## src/rtl/micro_sequencer.sv

```systemverilog
// micro_sequencer: microprogrammed control sequencer with a writable program store.
// Each microinstruction is {seq_op[1:0], target[AW-1:0], control_word[CW-1:0]}.
// While running, the control word at upc is issued combinationally and the
// sequencing op picks the next upc (continue, branch on mayor, branch on
// bandera, halt).
//
// Ports:
//   clk        system clock, rising edge
//   rst        asynchronous active-high reset (clears FSM, upc and program store)
//   start      begin execution at address 0 (honoured in IDLE only)
//   step       (SEQ_STEP_EN builds only) single-step enable while running
//   mayor      ALU comparison flag for the word currently issued
//   bandera    ALU parity flag for the word currently issued
//   prog_we    program store write strobe (honoured in IDLE/DONE only)
//   prog_addr  program store write address
//   prog_data  program store write data
//   o_signal   control word to the datapath (zero when not issuing)
//   busy       high while running
//   done       one-cycle pulse after the HALT word
//   upc        current micro-program counter
//
// Configuration macro: SEQ_STEP_EN adds the step input; with it undefined the
// sequencer advances every running cycle.
module micro_sequencer #(
  parameter int unsigned CW = 16,
  parameter int unsigned AW = 4
) (
  input  logic                 clk,
  input  logic                 rst,
  input  logic                 start,
`ifdef SEQ_STEP_EN
  input  logic                 step,
`endif
  input  logic                 mayor,
  input  logic                 bandera,
  input  logic                 prog_we,
  input  logic [AW-1:0]        prog_addr,
  input  logic [CW+AW+1:0]     prog_data,
  output logic [CW-1:0]        o_signal,
  output logic                 busy,
  output logic                 done,
  output logic [AW-1:0]        upc
);

  localparam int unsigned IW    = CW + AW + 2;
  localparam int unsigned DEPTH = 2 ** AW;

  localparam logic [1:0] ST_IDLE = 2'd0;
  localparam logic [1:0] ST_RUN  = 2'd1;
  localparam logic [1:0] ST_DONE = 2'd2;

  localparam logic [1:0] OP_CONT       = 2'b00;
  localparam logic [1:0] OP_BR_MAYOR   = 2'b01;
  localparam logic [1:0] OP_BR_BANDERA = 2'b10;
  localparam logic [1:0] OP_HALT       = 2'b11;

  logic [1:0]    state_q, state_d;
  logic [AW-1:0] upc_q, upc_d;
  logic          busy_q, busy_d;
  logic          done_q, done_d;
  logic [IW-1:0] store_q [DEPTH];
  logic [IW-1:0] store_d [DEPTH];

  logic [IW-1:0] cur_word;
  logic [1:0]    cur_op;
  logic [AW-1:0] cur_target;
  logic [AW-1:0] upc_inc;
  logic          adv;

  // Advance qualifier: single-step gate when enabled, otherwise always advance.
`ifdef SEQ_STEP_EN
  assign adv = step;
`else
  assign adv = 1'b1;
`endif

  // Decode of the word currently addressed by upc.
  assign cur_word   = store_q[upc_q];
  assign cur_op     = cur_word[IW-1:IW-2];
  assign cur_target = cur_word[CW+AW-1:CW];
  assign upc_inc    = upc_q + AW'(1);

  // Program store next state: writes are locked out while running.
  always_comb begin
    for (int i = 0; i < int'(DEPTH); i++) begin
      store_d[i] = store_q[i];
    end
    if (prog_we && (state_q != ST_RUN)) begin
      store_d[prog_addr] = prog_data;
    end
  end

  // Next-state and next-upc logic.
  always_comb begin
    state_d = state_q;
    upc_d   = upc_q;
    case (state_q)
      ST_IDLE: begin
        if (start) begin
          state_d = ST_RUN;
          upc_d   = '0;
        end
      end
      ST_RUN: begin
        if (adv) begin
          case (cur_op)
            OP_CONT:       upc_d = upc_inc;
            OP_BR_MAYOR:   upc_d = mayor   ? cur_target : upc_inc;
            OP_BR_BANDERA: upc_d = bandera ? cur_target : upc_inc;
            OP_HALT:       state_d = ST_DONE;
            default:       upc_d = upc_inc;
          endcase
        end
      end
      ST_DONE: begin
        state_d = ST_IDLE;
      end
      default: begin
        state_d = ST_IDLE;
      end
    endcase
    busy_d = (state_d == ST_RUN);
    done_d = (state_d == ST_DONE);
  end

  // State, status and program store registers.
  always_ff @(posedge clk or posedge rst) begin
    if (rst) begin
      state_q <= ST_IDLE;
      upc_q   <= '0;
      busy_q  <= 1'b0;
      done_q  <= 1'b0;
      for (int i = 0; i < int'(DEPTH); i++) begin
        store_q[i] <= '0;
      end
    end else begin
      state_q <= state_d;
      upc_q   <= upc_d;
      busy_q  <= busy_d;
      done_q  <= done_d;
      for (int i = 0; i < int'(DEPTH); i++) begin
        store_q[i] <= store_d[i];
      end
    end
  end

  // Zero-latency issue: the addressed control word goes out in the same cycle.
  always_comb begin
    o_signal = '0;
    if ((state_q == ST_RUN) && adv) begin
      o_signal = cur_word[CW-1:0];
    end
  end

  assign busy = busy_q;
  assign done = done_q;
  assign upc  = upc_q;

endmodule

```

## config.mk

```make
export PLATFORM = sky130hd
export DESIGN_NAME = micro_sequencer
export DESIGN_NICKNAME = d
export VERILOG_FILES = /design/src/rtl/micro_sequencer.sv
export SDC_FILE = /design/constraint.sdc
export NUM_CORES = 1
export LEC_CHECK = 0
export ABC_AREA = 0
export BUFFER_PORTS_ARGS = -buffer_cell sky130_fd_sc_hd__buf_2
export CELL_PAD_IN_SITES_DETAIL_PLACEMENT = 1
export CELL_PAD_IN_SITES_GLOBAL_PLACEMENT = 1
export CORE_MARGIN = 1.5
export CORE_UTILIZATION = 55
export CTS_BUF_LIST = sky130_fd_sc_hd__clkbuf_8
export DETAILED_ROUTE_END_ITERATION = 10
export PLACE_DENSITY = 0.91
export SKIP_LAST_GASP = 1
export SYNTH_ARGS = -nofsm -noshare
export SYNTH_HDL_FRONTEND = slang
export SYNTH_SLANG_ARGS = --single-unit
```

## constraint.sdc

```tcl
create_clock -name clk -period 14.15 [get_ports clk]
set_input_delay 0.7075 -clock clk [delete_from_list [all_inputs] [get_ports clk]]
set_output_delay 0.7075 -clock clk [all_outputs]
set_load 0.02 [all_outputs]
```

# Word level (Yosys, flattened, before mapping)
# Index checks and enable logic that the tools add are counted.
[word_totals]
mem_count = 0
word_cells = 56
rom_bits = 0
latchBits = 0
out_inout_bits = 22
ram_bits = 0
register_bits = 360
[classes]
n_div = 0
n_lt_le_gt_ge = 3
bitwise_logic = 2
n_reduce_logical = 6
n_addsub = 1
shifts = 0
multipliers = 0
n_eq_ne = 9
n_mux = 15
[op_table]
columns = ["cell", "n"]
rows = [
  ["$bwmux W352", 1],
  ["$bmux W22 S4", 1],
  ["$demux W22 S4", 1],
  ["$mux W22", 3],
  ["$mux W16", 1],
  ["$mux W4", 3],
  ["$pmux W4 S3", 1],
  ["$ge A5 B5 Y1 const B", 2],
  ["$not A4 Y5", 2],
  ["$pmux W4 S2", 1],
  ["$eq A2 B1 Y1 const B", 3],
  ["$eq A2 B2 Y1 const B", 3],
  ["$lt A5 B1 Y1 const B", 1],
  ["$add A4 B1 Y4 const B", 1],
  ["$logic_not A2 Y1", 2],
  ["$mux W2", 2],
  ["$ne A4 B1 Y1 const B", 1],
  ["$pmux W2 S2", 1],
  ["$reduce_and A3 Y1", 1],
  ["$logic_and A1 B1 Y1", 2],
  ["$ne A2 B1 Y1 const B", 1],
  ["$ne A2 B2 Y1 const B", 1],
  ["$reduce_bool A2 Y1", 1],
]

# Longest topological paths before layout
# Gate-level depths: netlist (run 1).
[depth]
word_depth = 8
ltp_mapped = 11
mapped_depth_nobuf = 8

# Least setup slack after synthesis (run 1)
# Ideal clock, no wire load.
[synth_timing]
kind = "reg-to-reg"
from = "register upc_q[0] (netlist: upc[0])"
to = "register upc_q[2] (netlist: upc[2])"
arrival_time_ns = 2.969
t_required_ns = 14.024
stages_incl_launch_ff = 12
path_buffers = 3
period_less_slack_ns = 3.096
path_slack_ns = 11.054
cell_sequence = "dfrtp_1 buf_6 buf_6 buf_6 mux4_2 mux4_2 inv_1 ha_1 o21ai_0 a21oi_1 o21ai_0 a221o_1"
[synth_via]
elab_chain_len = 7
elab_cells_between_ends = 14
[synth_rtl]
columns = ["element", "line", "text"]
rows = [
  ["start: declaration", "58", "logic [AW-1:0] upc_q, upc_d;"],
  ["start signal: assignment", "138", "upc_q <= upc_d;"],
  ["$not A4 Y5 (implied by the code)", "78", "assign cur_word = store_q[upc_q];"],
  ["$bmux W22 S4", "78", ""],
  ["$mux W22 (implied by the code) (2 in a row)", "78", ""],
  ["$eq A2 B2 Y1 (tied with other cells)", "106", "case (cur_op)"],
  ["$pmux W4 S3 / $ne A4 B1 Y1 (equally long branches)", "n/a", ""],
  ["$pmux W4 S2 / $reduce_and A3 Y1 (equally long branches)", "n/a", ""],
]
# Parallel ways exist; a longest one is shown, timed or not. The select of a mux whose other input is x is not followed.
# A chain may end at the register's enable or synchronous reset.

# Worst setup path after layout (run 1)
[layout_timing]
from = "register upc_q[0] (netlist: upc[0])"
to = "output o_signal[3]"
[layout_via]
elab_chain_len = 5
[layout_rtl]
columns = ["element", "line", "text"]
rows = [
  ["$not A4 Y5 (implied by the code)", "78", ""],
  ["$bmux W22 S4", "78", ""],
  ["$mux W22 (implied by the code) (2 in a row)", "78", ""],
  ["$mux W16", "150", "if ((state_q == ST_RUN) && adv) begin"],
  ["end: declaration", "39", "output logic [CW-1:0] o_signal,"],
]
# Every way passes these cells. The select of a mux whose other input is x is not followed.

==> results of run 1 <==
## worst paths after layout
path / cells past startpoint / from / slack (ns) / end
worst max-delay path: 5 / upc[0] / 9.64 / o_signal[3]
worst min-delay path: 2 / rst / 0.24 / store_q[284]
worst max register to register: 9 / upc[1] / 10.47 / upc[2]
worst min register to register: 1 / store_q[257] / 0.50 / store_q[257]
max in group asynchronous: 4 / rst / 11.31 / store_q[166]
min in group clk: 1 / store_q[257] / 0.50 / store_q[257]
## worst max-delay path, cell delays in order, from the launching register on
cell	delay [ns]
sky130_fd_sc_hd__dfrtp_4	0.86
sky130_fd_sc_hd__buf_4	0.87
sky130_fd_sc_hd__mux4_2	0.61
sky130_fd_sc_hd__mux4_2	0.51
sky130_fd_sc_hd__nor2b_1	0.15
sky130_fd_sc_hd__buf_2	0.17
## cells by family (layout without fill, tap and decap cells)
kind of cell | after synthesis | after routing | synth area share [%]
compound gates | 15 | 15 | 0.6571
fa+ha+maj | 5 | 5 | 0.3820
buf+inv | 88 | 174 | 2.636
flops | 360 | 360 | 55.01
mux | 465 | 465 | 39.24
other cells | 0 | 1 | 0
simple gates | 62 | 62 | 2.078
## flip-flops by register name (all words and copies together) (netlist names)
name	count
busy	1
state_q	2
upc	4
store_q	352
done	1
## cells in the mapped netlist
cell type                   number  area share (%)
sky130_fd_sc_hd__mux2i_1         3            0.18
sky130_fd_sc_hd__buf_4           1           0.046
sky130_fd_sc_hd__nand4_1         1           0.038
sky130_fd_sc_hd__a22oi_1         1           0.046
sky130_fd_sc_hd__mux4_2        106              15
sky130_fd_sc_hd__nor3b_1         2           0.092
sky130_fd_sc_hd__and2_0          1           0.038
sky130_fd_sc_hd__nor2b_1        16            0.61
sky130_fd_sc_hd__inv_1           6            0.14
sky130_fd_sc_hd__nand3_1         3           0.092
sky130_fd_sc_hd__o21ai_0         3           0.092
sky130_fd_sc_hd__ha_1            5            0.38
sky130_fd_sc_hd__nand3b_1        1           0.046
sky130_fd_sc_hd__buf_1           3           0.069
sky130_fd_sc_hd__nand2_1         7            0.16
sky130_fd_sc_hd__nor2_1         14            0.32
sky130_fd_sc_hd__nor3_1          5            0.15
sky130_fd_sc_hd__nand2b_1        8            0.31
sky130_fd_sc_hd__o41a_1          1           0.069
sky130_fd_sc_hd__and4bb_2        1           0.076
sky130_fd_sc_hd__and2_1          1           0.038
sky130_fd_sc_hd__o2111ai_1       1           0.053
sky130_fd_sc_hd__a31oi_1         1           0.038
sky130_fd_sc_hd__o211ai_1        1           0.046
sky130_fd_sc_hd__nand4b_1        2            0.11
sky130_fd_sc_hd__a221o_1         1           0.061
sky130_fd_sc_hd__dfrtp_1       360              55
sky130_fd_sc_hd__a21oi_1         3           0.092
sky130_fd_sc_hd__a311o_1         1           0.061
sky130_fd_sc_hd__clkbuf_1       25            0.57
sky130_fd_sc_hd__buf_6           5            0.34
sky130_fd_sc_hd__buf_2          48             1.5
sky130_fd_sc_hd__a211oi_1        1           0.046
sky130_fd_sc_hd__a311oi_1        1           0.053
sky130_fd_sc_hd__mux2_2        356              24
## metrics by stage
step | std cells | setup WS (ns)
after CTS | 1465 | 9.523
after global placement | 1362 | 10.24
after detailed placement | 1362 | 10.16
final | 1466 | 9.636
after floorplan | 995 | 3.452
after global routing | 1465 | 9.400
## per-layer routing
layer	up-vias	routed length, um
met5	-	0
met4	0	984
met3	81	1804
met2	225	21070
met1	5081	17800
li1	3812	-
## power by group through the flow
stage | Clock [mW] | Sequential, mW | Combinational, mW
finish | 0.903 | 1.03 | 0.0415
global route | 0.959 | 1.03 | 0.0465
CTS | 0.917 | 1.03 | 0.0426
detailed placement | 0 | 1.05 | 0.0421
global placement | 0 | 1.05 | 0.0402
floorplan | 0 | 1.05 | 0.0226
## layout make-up
type,count,area (sq um)
multi-input cells,547,7029
flip-flops and latches,360,9017
inverters,6,30.03
well taps,384,480.5
clock buffers,79,1087
clock inverters,24,97.59
diodes,1,2.502
fillers,2562,10910
repair buffers,65,355.3
## placed cells by master (no fill, tap or decap), drive strengths merged
cell type,Yosys,routed
nand2,7,7
nor2b,16,16
o211ai,1,1
a31oi,1,1
and4bb,1,1
dfrtp,360,360
mux4,106,106
nor3b,2,2
nand4,1,1
a311o,1,1
nor2,14,14
a221o,1,1
a211oi,1,1
inv,6,23
diode,0,1
a22oi,1,1
a311oi,1,1
clkinv,0,7
nand4b,2,2
nand3b,1,1
nand3,3,3
nor3,5,5
a21oi,3,3
mux2i,3,3
nand2b,8,8
o41a,1,1
and2,2,2
clkbuf,25,79
o21ai,3,3
o2111ai,1,1
buf,57,65
ha,5,5
mux2,356,356
==> impl_summary.log, run 1 <==
[metrics] sequential fraction of design power: 52.2%
[metrics] number of synthesis warnings: 0
[metrics] number of global-route vias before repair: 10.65k
[metrics] die boundary width: 175.6 um
[metrics] deepest clock path buffer count: 3
[metrics] number of rows in the core area: 62
[metrics] area of placed instances: 16910 sq um
[metrics] net count reported at finish: 1076
[metrics] most congested layer reported by global routing: met2
[metrics] Routed WL: 41.66 mm
[metrics] iteration-0 DRC count of the detailed router: 545
[metrics] capturing element type of the critical path: primary output
[metrics] number of sinks on the clock net: 360
[metrics] Internal: 1.527 mW
[metrics] part of the total power dissipated in combinational logic: 2.1%
[metrics] Routed Antenna Nets: 0
[metrics] relative max-transition margin: 19.01%
[metrics] clock power share: 45.7%
[metrics] GRT Overall Usage: 28.32%
[metrics] count of state elements after synthesis: 360
[metrics] Mapped Area: 16380 sq um
[metrics] pin count of the biggest net entering global routing: 123
[metrics] CTS tree: yes
[metrics] run status: completed
[metrics] Root Buffer: sky130_fd_sc_hd__clkbuf_8
[metrics] per-cell routed wire length: 28.42 um
[metrics] core occupancy in the finished layout: 62.39%
[metrics] area of all placed cells without fillers: 18100 sq um
[metrics] area of the die: 30820 sq um
[metrics] max capacitance violation total: 0
[metrics] Peak VDD IR: 74.95 uV
[metrics] final clock skew: 0.01855 ns
[metrics] via/cell ratio: 6.275
[metrics] Worst EP required: 13.44 ns
[metrics] transition time of the tightest slew-check pin: 1.212 ns
[metrics] worst min-delay path category: in2async
[metrics] global placer's final weighted congestion: 0.7324
[metrics] Syn Area/Cell: 16.46 sq um
[metrics] Final Critical Period: 4.514 ns
[metrics] Synth-to-Final Area Change: 10.52%
[metrics] area of the core: 29010 sq um
[metrics] Critical Path AT: 3.81 ns
[metrics] Crit Path Category: reg2out
[metrics] switching fraction of total power: 22.64%
[metrics] maximum level of the CTS H-tree: 2
[metrics] fraction of final layout cells with drive strength greater than 1: 58.46%
[metrics] effective utilization at floorplan: 56.45%
[metrics] share of the clock period used by the worst path after layout: 31.90%
[metrics] via count: 9199
[metrics] power spent charging and discharging nets: 0.4469 mW
[metrics] wire length of the first global-routing pass: 65.21 mm
[metrics] setup TNS after final layout: 0 ns
[metrics] upper clock frequency limit: 221.5 MHz
[metrics] Post-CTS Setup Inserts: 0
[metrics] max-slew violation count: 0
[metrics] antenna violations before repair: 1
[metrics] RSZ-0062 raised after global routing: false
[metrics] met2 Resource Use GR: 47.60%
[metrics] Gates resized, CTS repair: 0
[metrics] insertion delay of the later-clocked pin in the worst-skew pair: 0.59 ns
[metrics] IO buf count: 53
[metrics] placed wire-length estimate after detailed placement: 23.41 mm
[metrics] First-pass DRT Iterations: 4
[metrics] remaining design rule violation count: 0
[metrics] Final setup violation count: 0
[metrics] final total power: 1.974 mW
[metrics] Pwr Density: 109.1 nW/um^2
[metrics] synthesized instance count: 995
[metrics] worst hold slack across all endpoints: 0.2412 ns
[metrics] crit path launch type: flop
[metrics] total I/O pin count: 54
[metrics] net count after synthesis: 1032
[metrics] Netlist cell types: 35
[metrics] largest fanout of any net on the critical path: 52
[metrics] register area share after synthesis: 55.01%
[metrics] die height: 175.6 um
[metrics] final hold violation count: 0
[metrics] Congestion Overflow GR: 0
[metrics] met1 Use GR: 38.33%
[metrics] clock transition at the registers of the reported paths: 0.07 ns
[metrics] global-route met3 utilization: 4.437%
[metrics] P_leak: 8.828 nW
[metrics] number of hold buffers added after CTS: 0
[metrics] CTS buffer count: 59
No activity file was read; power rests on OpenSTA's default activity.
==> inputs of run 2 (changes only) <==
--- a/config.mk
+++ b/config.mk
@@ -10,10 +10,10 @@
 export CELL_PAD_IN_SITES_DETAIL_PLACEMENT = 1
 export CELL_PAD_IN_SITES_GLOBAL_PLACEMENT = 1
 export CORE_MARGIN = 1.5
-export CORE_UTILIZATION = 55
+export CORE_UTILIZATION = 50
 export CTS_BUF_LIST = sky130_fd_sc_hd__clkbuf_8
 export DETAILED_ROUTE_END_ITERATION = 10
-export PLACE_DENSITY = 0.91
+export PLACE_DENSITY = 0.87
 export SKIP_LAST_GASP = 1
 export SYNTH_ARGS = -nofsm -noshare
 export SYNTH_HDL_FRONTEND = slang
==> constraint.sdc (replaced) <==
create_clock -name clk -period 4 [get_ports clk]
set_input_delay 0.2 -clock clk [delete_from_list [all_inputs] [get_ports clk]]
set_output_delay 0.2 -clock clk [all_outputs]
set_load 0.02 [all_outputs]
==> run 2 against run 1 <==
Effect of this change:
- via count increased by 1.0%
- worst setup slack got worse by 9.3 ns
- utilization decreased by 5.6 points
- sequential cell count unchanged
- largest power group unchanged
- clock-buffer cell count unchanged
- first-iteration DRC count increased by 5.7%
- power increased to 3.6 times the previous value
- final cell count increased by 5.3%
- sequential share of layout area decreased by 0.80 points
- critical path depth unchanged
- die area increased by 9.8%
- largest cell class unchanged
==> impl_summary.log, run 2 (synthesized netlist as in run 1, its figures left out) <==
[metrics] number of global-route vias before repair: 10.61k
[metrics] placed wire-length estimate after detailed placement: 23.26 mm
[metrics] Routed WL: 41.87 mm
[metrics] worst min-delay path category: in2reg
[metrics] max-slew violation count: 0
[metrics] effective utilization at floorplan: 50.59%
[metrics] max capacitance violation total: 0
[metrics] antenna violations before repair: 3
[metrics] Final Critical Period: 3.654 ns
[metrics] die height: 184.0 um
[metrics] IO buf count: 53
[metrics] die boundary width: 184.0 um
[metrics] GRT Overall Usage: 26.14%
[metrics] per-cell routed wire length: 27.12 um
[metrics] net count reported at finish: 1091
[metrics] final clock skew: 0.03473 ns
[metrics] Pwr Density: 383.8 nW/um^2
[metrics] area of the die: 33850 sq um
[metrics] RSZ-0062 raised after global routing: false
[metrics] Congestion Overflow GR: 0
[metrics] fraction of final layout cells with drive strength greater than 1: 58.04%
[metrics] number of flip-flops under the largest register name: 352
[metrics] relative max-transition margin: 21.93%
[metrics] crit path launch type: flop
[metrics] maximum level of the CTS H-tree: 2
[metrics] CTS buffer count: 58
[metrics] via count: 9295
[metrics] remaining design rule violation count: 0
[metrics] commonest non-fill, non-tap cell in the layout: sky130_fd_sc_hd__dfrtp_1
[metrics] number of sinks on the clock net: 360
[metrics] Worst EP required: 3.80 ns
[metrics] leading cell types in the layout, fill and taps excluded: 357 x sky130_fd_sc_hd__dfrtp_1, 356 x sky130_fd_sc_hd__mux2_2, 106 x sky130_fd_sc_hd__mux4_2
[metrics] Routed Antenna Nets: 0
[metrics] global placer's final weighted congestion: 0.7322
[metrics] pre-CTS setup slack: 0.8027 ns
[metrics] final cell count without fillers: 1544
[metrics] Crit Path Category: reg2out
[metrics] pin count of the biggest net entering global routing: 132
[metrics] iteration-0 DRC count of the detailed router: 576
[metrics] Synth-to-Final Area Change: 12.33%
[metrics] P_leak: 8.934 nW
[metrics] via/cell ratio: 6.020
[metrics] Peak VDD IR: 370.1 uV
[metrics] largest fanout of any net on the critical path: 37
[metrics] area of the core: 32370 sq um
[metrics] deepest clock path buffer count: 3
[metrics] transition time of the tightest slew-check pin: 1.168 ns
[metrics] wire length of the first global-routing pass: 65.14 mm
[metrics] total I/O pin count: 54
[metrics] clock transition at the registers of the reported paths: 0.07 ns
[metrics] CTS tree: yes
[metrics] Reg2Reg Setup Slack: 0.65 ns
[metrics] core occupancy in the finished layout: 56.83%
[metrics] upper clock frequency limit: 273.7 MHz
[metrics] share of the clock period used by the worst path after layout: 91.35%
[metrics] final hold violation count: 0
[metrics] Placed Cells incl. Taps: 1427
[metrics] run status: completed
[metrics] number of rows in the core area: 66
[metrics] register name with the most flops: store_q
[metrics] Critical Path AT: 3.45 ns
[metrics] Final setup violation count: 0
[metrics] First-pass DRT Iterations: 4
[metrics] Root Buffer: sky130_fd_sc_hd__clkbuf_8
[metrics] insertion delay of the later-clocked pin in the worst-skew pair: 0.63 ns
[metrics] capturing element type of the critical path: primary output
[metrics] smallest setup slack after layout: 0.3462 ns
-- run 2: critical path: stages, from the launching register on --
cell and delay [ns]:
sky130_fd_sc_hd__dfrtp_4 0.69, sky130_fd_sc_hd__buf_4 0.67, sky130_fd_sc_hd__mux4_2 0.61, sky130_fd_sc_hd__mux4_2 0.48
sky130_fd_sc_hd__nor2b_1 0.17, sky130_fd_sc_hd__buf_2 0.17
-- run 2: where the power goes --
group          leakage [nW]  total, mW  switching (mW)  internal, mW
Sequential             5.01       3.64               0          3.64
Clock                 0.710       3.26            1.50          1.76
Combinational          3.21      0.159           0.131        0.0280
Total                  8.93       7.06            1.63          5.43
-- run 2: path summary, 6_finish.rpt --
check,depth (start not counted),endpoint,startpoint
min in group asynchronous,3,store_q[202],rst
max in group asynchronous,4,upc[2],rst
worst max-delay path,5,o_signal[6],upc[0]
worst min-delay path,2,store_q[180],prog_data[4]
worst max register to register,8,upc[2],upc[0]
worst min register to register,1,store_q[294],store_q[294]
-- run 2: cell type report --
class                           count  area, sq um
Fill cell                        2986        13970
Sequential cell                   360         9017
Clock inverter                     28        132.6
Multi-Input combinational cell    547         7029
Timing Repair Buffer               81        548.0
Antenna cell                        1        2.502
Tap cell                          442        553.0
Inverter                            6        26.28
Clock buffer                       79         1087
-- run 2: what timing repair did --
item,in CTS,in global routing
setup endpoints to repair,0,0
hold endpoints to repair,97,0
gates resized for setup,0,0
setup buffers,0,0
hold buffers,9,0
-- run 2: metrics by stage --
| step | power [mW] | setup TNS (ns) | hold slack [ns] | instance area, sq um |
|---|---|---|---|---|
| 2_1_floorplan | 3.792 | -369.46 | 0.3517 | 16380 |
| 6_report | 7.061 | 0 | 0.03235 | 18400 |
| 5_1_grt | 7.324 | 0 | 0.03918 | 18400 |
| 4_1_cts | 7.142 | 0 | 0.001505 | 18390 |
| 3_5_place_dp | 3.862 | 0 | 0.3777 | 17080 |
| 3_3_place_gp | 3.858 | 0 | 0.3748 | 17080 |
-- run 2: metal layers --
layer | vias up | share of wire [%] | GRT usage, %
met1 | 5106 | 40 | 32.40
met4 | 4 | 3.1 | 9.738
met3 | 94 | 4.2 | 4.754
li1 | 3854 | - | -
met5 | - | 0.064 | 0
met2 | 237 | 53 | 45.79
